<file path="src/rtl/control_estados_mascota_if.sv">
// Level/command inputs and displayed-state outputs of the pet-state scheduler.
interface control_estados_mascota_if;
  logic       test_pulse;
  logic [1:0] nivel_animo;
  logic [1:0] nivel_descanso;
  logic [1:0] nivel_energia;
  logic [1:0] nivel_medicina;
  logic [2:0] estado;
  logic       modo_test;
  logic       activo_comida;
  logic       activo_medicina;
  logic       cambio_estado;

  // Environment side: drives levels and the test button, observes the pet.
  modport master (
    output test_pulse, nivel_animo, nivel_descanso, nivel_energia, nivel_medicina,
    input  estado, modo_test, activo_comida, activo_medicina, cambio_estado
  );

  // Scheduler side.
  modport slave (
    input  test_pulse, nivel_animo, nivel_descanso, nivel_energia, nivel_medicina,
    output estado, modo_test, activo_comida, activo_medicina, cambio_estado
  );
endinterface

</file>
<file path="src/rtl/control_estados_mascota.sv">
// Pet-state scheduler: priority selection with minimum dwell, death detection,
// test sweep and meter input gating.
module control_estados_mascota #(
  parameter int unsigned UMBRAL      = 1,
  parameter int unsigned MIN_DWELL   = 5000000,
  parameter int unsigned DEATH_TIME  = 50000000,
  parameter int unsigned TEST_PERIOD = 25000000
) (
  input  logic                           clk,
  input  logic                           reset,
  control_estados_mascota_if.slave       mascota
);

  localparam int unsigned DWELL_W = $clog2(MIN_DWELL + 1);
  localparam int unsigned DEATH_W = $clog2(DEATH_TIME + 1);
  localparam int unsigned TEST_W  = $clog2(TEST_PERIOD + 1);

  localparam logic [1:0]         UMB          = 2'(UMBRAL);
  localparam logic [DWELL_W-1:0] DWELL_RELOAD = DWELL_W'(MIN_DWELL - 1);
  localparam logic [DEATH_W-1:0] DEATH_LAST   = DEATH_W'(DEATH_TIME - 1);
  localparam logic [DEATH_W-1:0] DEATH_FULL   = DEATH_W'(DEATH_TIME);
  localparam logic [TEST_W-1:0]  TEST_LAST    = TEST_W'(TEST_PERIOD - 1);

  typedef enum logic [2:0] {
    NEUTRAL    = 3'd0,
    TRISTE     = 3'd1,
    CANSADO    = 3'd2,
    HAMBRIENTO = 3'd3,
    ENFERMO    = 3'd4,
    MUERTO     = 3'd5
  } estado_t;

  estado_t             estado_q, estado_d;
  logic                modo_q, modo_d;
  logic [DWELL_W-1:0]  dwell_q, dwell_d;
  logic [DEATH_W-1:0]  death_q, death_d;
  logic [TEST_W-1:0]   test_q, test_d;
  logic                comida_q, comida_d;
  logic                medicina_q, medicina_d;
  logic                cambio_q, cambio_d;

  estado_t             candidato_c;
  logic                todos_cero_c;
  logic                cambia_c;

  // Candidate state from the need levels, highest need first.
  always_comb begin
    candidato_c = NEUTRAL;
    if (mascota.nivel_medicina <= UMB)      candidato_c = ENFERMO;
    else if (mascota.nivel_energia <= UMB)  candidato_c = HAMBRIENTO;
    else if (mascota.nivel_descanso <= UMB) candidato_c = CANSADO;
    else if (mascota.nivel_animo <= UMB)    candidato_c = TRISTE;
  end

  assign todos_cero_c = (mascota.nivel_animo == 2'd0) && (mascota.nivel_descanso == 2'd0) &&
                        (mascota.nivel_energia == 2'd0) && (mascota.nivel_medicina == 2'd0);

  // Next-state: dead hold, test toggle, test sweep, then normal scheduling.
  always_comb begin
    estado_d = estado_q;
    modo_d   = modo_q;
    dwell_d  = (dwell_q != '0) ? dwell_q - DWELL_W'(1) : '0;
    death_d  = death_q;
    test_d   = test_q;
    cambia_c = 1'b0;

    if (!modo_q && (estado_q == MUERTO)) begin
      // Absorbing: only reset leaves.
      estado_d = MUERTO;
    end else if (mascota.test_pulse) begin
      modo_d   = !modo_q;
      estado_d = NEUTRAL;
      test_d   = '0;
      death_d  = '0;
      if (modo_q) dwell_d = DWELL_RELOAD;
    end else if (modo_q) begin
      // Sweep through every state, MUERTO included, then wrap.
      if (test_q == TEST_LAST) begin
        test_d   = '0;
        estado_d = (estado_q == MUERTO) ? NEUTRAL : estado_t'(estado_q + 3'd1);
      end else begin
        test_d = test_q + TEST_W'(1);
      end
    end else begin
      death_d = todos_cero_c ? death_q + DEATH_W'(1) : '0;
      if (todos_cero_c && (death_q == DEATH_LAST)) begin
        estado_d = MUERTO;
        death_d  = DEATH_FULL;
      end else if ((candidato_c == ENFERMO) && (estado_q != ENFERMO)) begin
        estado_d = ENFERMO;
        cambia_c = 1'b1;
      end else if ((candidato_c != estado_q) && (dwell_q == '0)) begin
        estado_d = candidato_c;
        cambia_c = 1'b1;
      end
      if (cambia_c) dwell_d = DWELL_RELOAD;
    end

    comida_d   = !modo_d && (estado_d != MUERTO) && (mascota.nivel_energia != 2'd3);
    medicina_d = !modo_d && (estado_d == ENFERMO);
    cambio_d   = (estado_d != estado_q);
  end

  // State, counters and registered outputs.
  always_ff @(posedge clk) begin
    if (reset) begin
      estado_q   <= NEUTRAL;
      modo_q     <= 1'b0;
      dwell_q    <= '0;
      death_q    <= '0;
      test_q     <= '0;
      comida_q   <= 1'b0;
      medicina_q <= 1'b0;
      cambio_q   <= 1'b0;
    end else begin
      estado_q   <= estado_d;
      modo_q     <= modo_d;
      dwell_q    <= dwell_d;
      death_q    <= death_d;
      test_q     <= test_d;
      comida_q   <= comida_d;
      medicina_q <= medicina_d;
      cambio_q   <= cambio_d;
    end
  end

  assign mascota.estado          = estado_q;
  assign mascota.modo_test       = modo_q;
  assign mascota.activo_comida   = comida_q;
  assign mascota.activo_medicina = medicina_q;
  assign mascota.cambio_estado   = cambio_q;

endmodule

</file>
<file path="src/flat_wrapper.sv">
// flat-port wrapper written by rule: the top's interface ports become plain ports
module control_estados_mascota_flat 
#(
  parameter int unsigned UMBRAL      = 1,
  parameter int unsigned MIN_DWELL   = 5000000,
  parameter int unsigned DEATH_TIME  = 50000000,
  parameter int unsigned TEST_PERIOD = 25000000
)
  (clk, reset, mascota_test_pulse, mascota_nivel_animo, mascota_nivel_descanso, mascota_nivel_energia, mascota_nivel_medicina, mascota_estado, mascota_modo_test, mascota_activo_comida, mascota_activo_medicina, mascota_cambio_estado);
  control_estados_mascota_if mascota_i ();
  input  logic clk;
  input  logic reset;
  input wire logic [$bits(mascota_i.test_pulse)-1:0] mascota_test_pulse;
  input wire logic [$bits(mascota_i.nivel_animo)-1:0] mascota_nivel_animo;
  input wire logic [$bits(mascota_i.nivel_descanso)-1:0] mascota_nivel_descanso;
  input wire logic [$bits(mascota_i.nivel_energia)-1:0] mascota_nivel_energia;
  input wire logic [$bits(mascota_i.nivel_medicina)-1:0] mascota_nivel_medicina;
  output wire logic [$bits(mascota_i.estado)-1:0] mascota_estado;
  output wire logic [$bits(mascota_i.modo_test)-1:0] mascota_modo_test;
  output wire logic [$bits(mascota_i.activo_comida)-1:0] mascota_activo_comida;
  output wire logic [$bits(mascota_i.activo_medicina)-1:0] mascota_activo_medicina;
  output wire logic [$bits(mascota_i.cambio_estado)-1:0] mascota_cambio_estado;
  assign mascota_i.test_pulse = mascota_test_pulse;
  assign mascota_i.nivel_animo = mascota_nivel_animo;
  assign mascota_i.nivel_descanso = mascota_nivel_descanso;
  assign mascota_i.nivel_energia = mascota_nivel_energia;
  assign mascota_i.nivel_medicina = mascota_nivel_medicina;
  assign mascota_estado = mascota_i.estado;
  assign mascota_modo_test = mascota_i.modo_test;
  assign mascota_activo_comida = mascota_i.activo_comida;
  assign mascota_activo_medicina = mascota_i.activo_medicina;
  assign mascota_cambio_estado = mascota_i.cambio_estado;
  control_estados_mascota #(.UMBRAL(UMBRAL), .MIN_DWELL(MIN_DWELL), .DEATH_TIME(DEATH_TIME), .TEST_PERIOD(TEST_PERIOD)) u_core (.clk(clk), .reset(reset), .mascota(mascota_i));
endmodule
</file>
<file path="config.mk">
export PLATFORM = sky130hd
export DESIGN_NAME = control_estados_mascota_flat
export DESIGN_NICKNAME = d
export VERILOG_FILES = /design/src/rtl/control_estados_mascota_if.sv /design/src/rtl/control_estados_mascota.sv /design/src/flat_wrapper.sv
export SDC_FILE = /design/constraint.sdc
export NUM_CORES = 1
export LEC_CHECK = 0
export CAP_MARGIN = 20
export CORE_AREA = 2 2 133 135
export DETAILED_ROUTE_END_ITERATION = 6
export DIE_AREA = 0 0 135 137
export PLACE_DENSITY_LB_ADDON = 0.12
export SLEW_MARGIN = 20
export SYNTH_ARGS = -nofsm -noshare
export SYNTH_HDL_FRONTEND = slang
export SYNTH_SLANG_ARGS = --single-unit
</file>
<file path="constraint.sdc">
create_clock -name clk -period 2.28 [get_ports clk]
set_clock_uncertainty 0.2 [all_clocks]
set_input_delay 0.456 -clock clk [delete_from_list [all_inputs] [get_ports clk]]
set_output_delay 0.456 -clock clk [all_outputs]
set_load 0.02 [all_outputs]
</file>
==> results <==
## state kept, by name, summed over array words and instances, names as in the netlist
name and cells:
u_core.death_q 26, u_core.test_q 25, u_core.mascota.modo_test 1, u_core.mascota.cambio_estado 1, u_core.mascota.activo_medicina 1, u_core.mascota.estado 3
u_core.dwell_q 23, u_core.mascota.activo_comida 1
## stage by stage
step / setup TNS (ns) / setup slack (ns) / hold slack [ns]
after CTS: -4.68 / -0.227 / 0.278
after global routing: -5.82 / -0.332 / 0.321
after global placement: -29.11 / -0.569 / 0.261
after detailed placement: -31.16 / -0.618 / 0.271
final: -2.90 / -0.204 / 0.284
after floorplan: 0 / 0.00403 / 0.241
## cell usage after synthesis, types with 3 or more instances
cell	instances	share of area
clkbuf_1	10	0.0090
nor3_2	3	0.0072
nand3_1	24	0.029
and4_1	5	0.011
o21ai_0	38	0.046
and3_1	11	0.017
or3_1	9	0.014
xnor2_1	27	0.057
dfxtp_1	81	0.39
nor4bb_1	4	0.0096
xor2_1	30	0.063
nor4_1	11	0.017
buf_2	3	0.0036
and2_1	10	0.015
nand2b_1	3	0.0045
nor2_1	77	0.069
ha_1	5	0.015
nor3_1	15	0.018
inv_1	10	0.0090
nand4_1	14	0.021
or2_2	5	0.0075
nor4b_1	3	0.0063
nand3b_1	4	0.0072
nand2_1	33	0.030
nor2b_1	3	0.0045
a31oi_1	7	0.011
a21oi_1	25	0.030
## power by group through the flow
stage	clock network, mW	logic (mW)	registers, mW
floorplan	0	0.474	1.64
CTS	1.50	1.02	1.58
global placement	0	0.931	1.61
detailed placement	0	0.938	1.61
finish	1.44	1.06	1.58
global route	1.56	1.17	1.60
## worst reg2reg max path, stage by stage, from the launching register on
cell and delay, ns:
dfxtp_2 0.32, or4_4 0.54, buf_6 0.14, nor4_4 0.23
buf_4 0.17, a31oi_1 0.09, o21a_1 0.16, o221ai_4 0.22
buf_6 0.13, nand4b_1 0.09, nor3_1 0.13
## area by class of cell
type | instances | area [um^2]
fill | 1799 | 10900
clock inverter | 6 | 60.1
sequential | 81 | 1630
clock buffer | 9 | 225
tap | 225 | 282
inverter | 10 | 37.5
timing repair buffer | 151 | 1220
multi-input combinational | 400 | 2680
## cell families after synthesis
group | after synthesis
AOI/OAI and AO/OA | 88
muxes | 1
and+or+nand+nor | 248
buffers and inverters | 25
xor gates and xnor gates | 57
DFF | 81
adders and majority gates | 5
## layer usage
layer / track usage / up-vias / wire length (um)
met5: 0 / - / 0
met4: 0.0399 / 0 / 149
met3: 0.0359 / 12 / 455
met2: 0.226 / 60 / 5640
met1: 0.187 / 1913 / 6030
li1: - / 2092 / -
## how the worst max path moves through the flow
| stage | start | cells past startpoint | to | slack (ns) |
|---|---|---|---|---|
| 2_1_floorplan | u_core.mascota.estado[2]$_SDFF_PP0_ | 7 | u_core.test_q[24]$_SDFFE_PP0P_ | 0.004 |
| 3_3_place_gp | mascota_nivel_animo[1] | 9 | u_core.death_q[3]$_SDFFE_PP0P_ | -0.57 |
| 3_5_place_dp | mascota_nivel_animo[1] | 9 | u_core.death_q[4]$_SDFFE_PP0P_ | -0.62 |
| 4_1_cts | u_core.dwell_q[19]$_SDFF_PP0_ | 10 | u_core.mascota.activo_medicina$_SDFF_PP0_ | -0.23 |
| 5_1_grt | u_core.dwell_q[19]$_SDFF_PP0_ | 9 | u_core.mascota.cambio_estado$_SDFF_PP0_ | -0.33 |
| 6_report | u_core.dwell_q[19]$_SDFF_PP0_ | 10 | u_core.mascota.activo_medicina$_SDFF_PP0_ | -0.20 |
## timing repair
item	in CTS	in global routing
buffers inserted	13	9
cloned	2	0
gates resized for setup	24	36
pin swaps	13	25
endpoints found under the setup margin	67	73
hold buffers	0	0
==> out/metrics.yaml <==
die:
  ios: 18
  num_rows: 48
  fp.coreArea_mm2: 0.0171
  dieArea_mm2: 0.0185
  die_w_um: 135
  die_h_um: 137
  start_util: 0.244
drt:
  drtAntennaViolNets: 0
  firstDrtPassIters: 4
  avgViaCountPerCell: 4.62
  wl_per_cell_um: 13.9
  dr_total_vias: 4077
  drcViolationCount: 0
  drtIter0Drc: 177
  drt_wl_total_um: 12300
setup_path:
  crit_fanout: 4
  required_ns: 2.35
  crit_family: "simple AND/OR/NAND/NOR gates"
  setup.worst_path.start_class: "register"
  reg2reg_depth: 10
  r2r_end: "u_core.mascota.activo_medicina$_SDFF_PP0_"
  rrSetupSlack_ns: -0.20
  path_buf_inv: 3
  end_kind: "register"
  cpMostUsedCell: "buf_6"
  cp_cell_sequence: "or4_4 -> buf_6 -> nor4_4 -> buf_4 -> a31oi_1 -> o21a_1 -> o221ai_4 -> buf_6 -> nand4b_1 -> nor3_1"
  worstReg2RegStart: "u_core.dwell_q[19]$_SDFF_PP0_"
  worstPathArrival_ns: 2.56
  slowest_delay_ns: 0.54
  cpMaxStageDelayCell: "or4_4"
  path_class: "register to register"
logic_synthesis:
  yosys.area_share.simple: 0.322
  synth-edff-count: 0
  synth_mux_area_frac: 0.00240
  synth_cell_type_count: 55
  synth_seq_cells: 81
  synth_warnings: 0
  synth_area_mm2: 0.00417
  syn_inst: 505
  synth_top_family_by_area: "simple AND/OR/NAND/NOR gates"
  ys_seq_area_frac: 0.389
  async_flop_share: 0
  synth_compound_area_frac: 0.125
  synth_flop_cell: "dfxtp_1"
  synth_xor_area_frac: 0.120
  synth.net_count: 521
  avgSynthCellArea_um2: 8.26
  synth_fa_ha_area_frac: 0.0150
cts:
  numCtsBuffers: 9
  clock_latency_ns: 0.35
  cts-htree-levels: 3
  cts_tree: "yes"
  clockBufferDepth: 2
  root_buffer: "clkbuf_16"
  cts_sinks: 81
  clkTransAtPathRegs_ns: 0.06
layout:
  fin_area_mm2: 0.00614
  fin_nets: 669
  final_cell_mix: "buf_4, dfxtp_1, nor2_1"
  drive_gt1_frac: 0.323
  area_growth_pct: 47.2
  layout.cells.most_common: "buf_4"
  antennaDiodeCount: 0
  stdcell_count: 882
  fin_util: 0.360
timing:
  setup_ws_ns: -0.204
  finalHoldViolCount: 0
  maxSlewHeadroom: 0.780
  period_share: 1.09
  setup_viol: 29
  max_slew.worst_pin.slew_ns: 0.327
  rsz0062_at_grt: "yes"
  report.final.slew_viol_count: 0
  fmax_ghz: 0.403
  period_needed_ns: 2.48
placement:
  gp_congestion: 0.806
  placed_area_mm2: 0.00548
  place_inst: 846
  dp_hpwl_um: 9010
  io_buffers: 17
power:
  max-vdd-ir-drop_uv: 384
  power_density_mw_per_mm2: 666
  p_total_mw: 4.08
  p_leak_nw: 2.35
  swShare: 0.289
  pwr-share-clk: 0.353
  p_sw_mw: 1.18
  seqPwrFrac: 0.387
  internal_power_mw: 2.91
  combPwrFrac: 0.260
min_path:
  min_path_cells: 1
  hp-start: "u_core.dwell_q[0]$_SDFF_PP0_"
  min_path_type: "register to register"
  hold_end: "u_core.dwell_q[0]$_SDFF_PP0_"
grt:
  grt_max_degree: 25
  antenna_found_initial: 0
  grt_pass1_wl_um: 20400
  grt_pass1_vias: 4052
  grt_usage: 0.141
  overflow: 0
flow_run:
  max_cap_violations: 0
outcome:
  outcome: "finished with violations"
  violations: "setup timing"
Note: power is estimated with default switching activity, not from simulation.
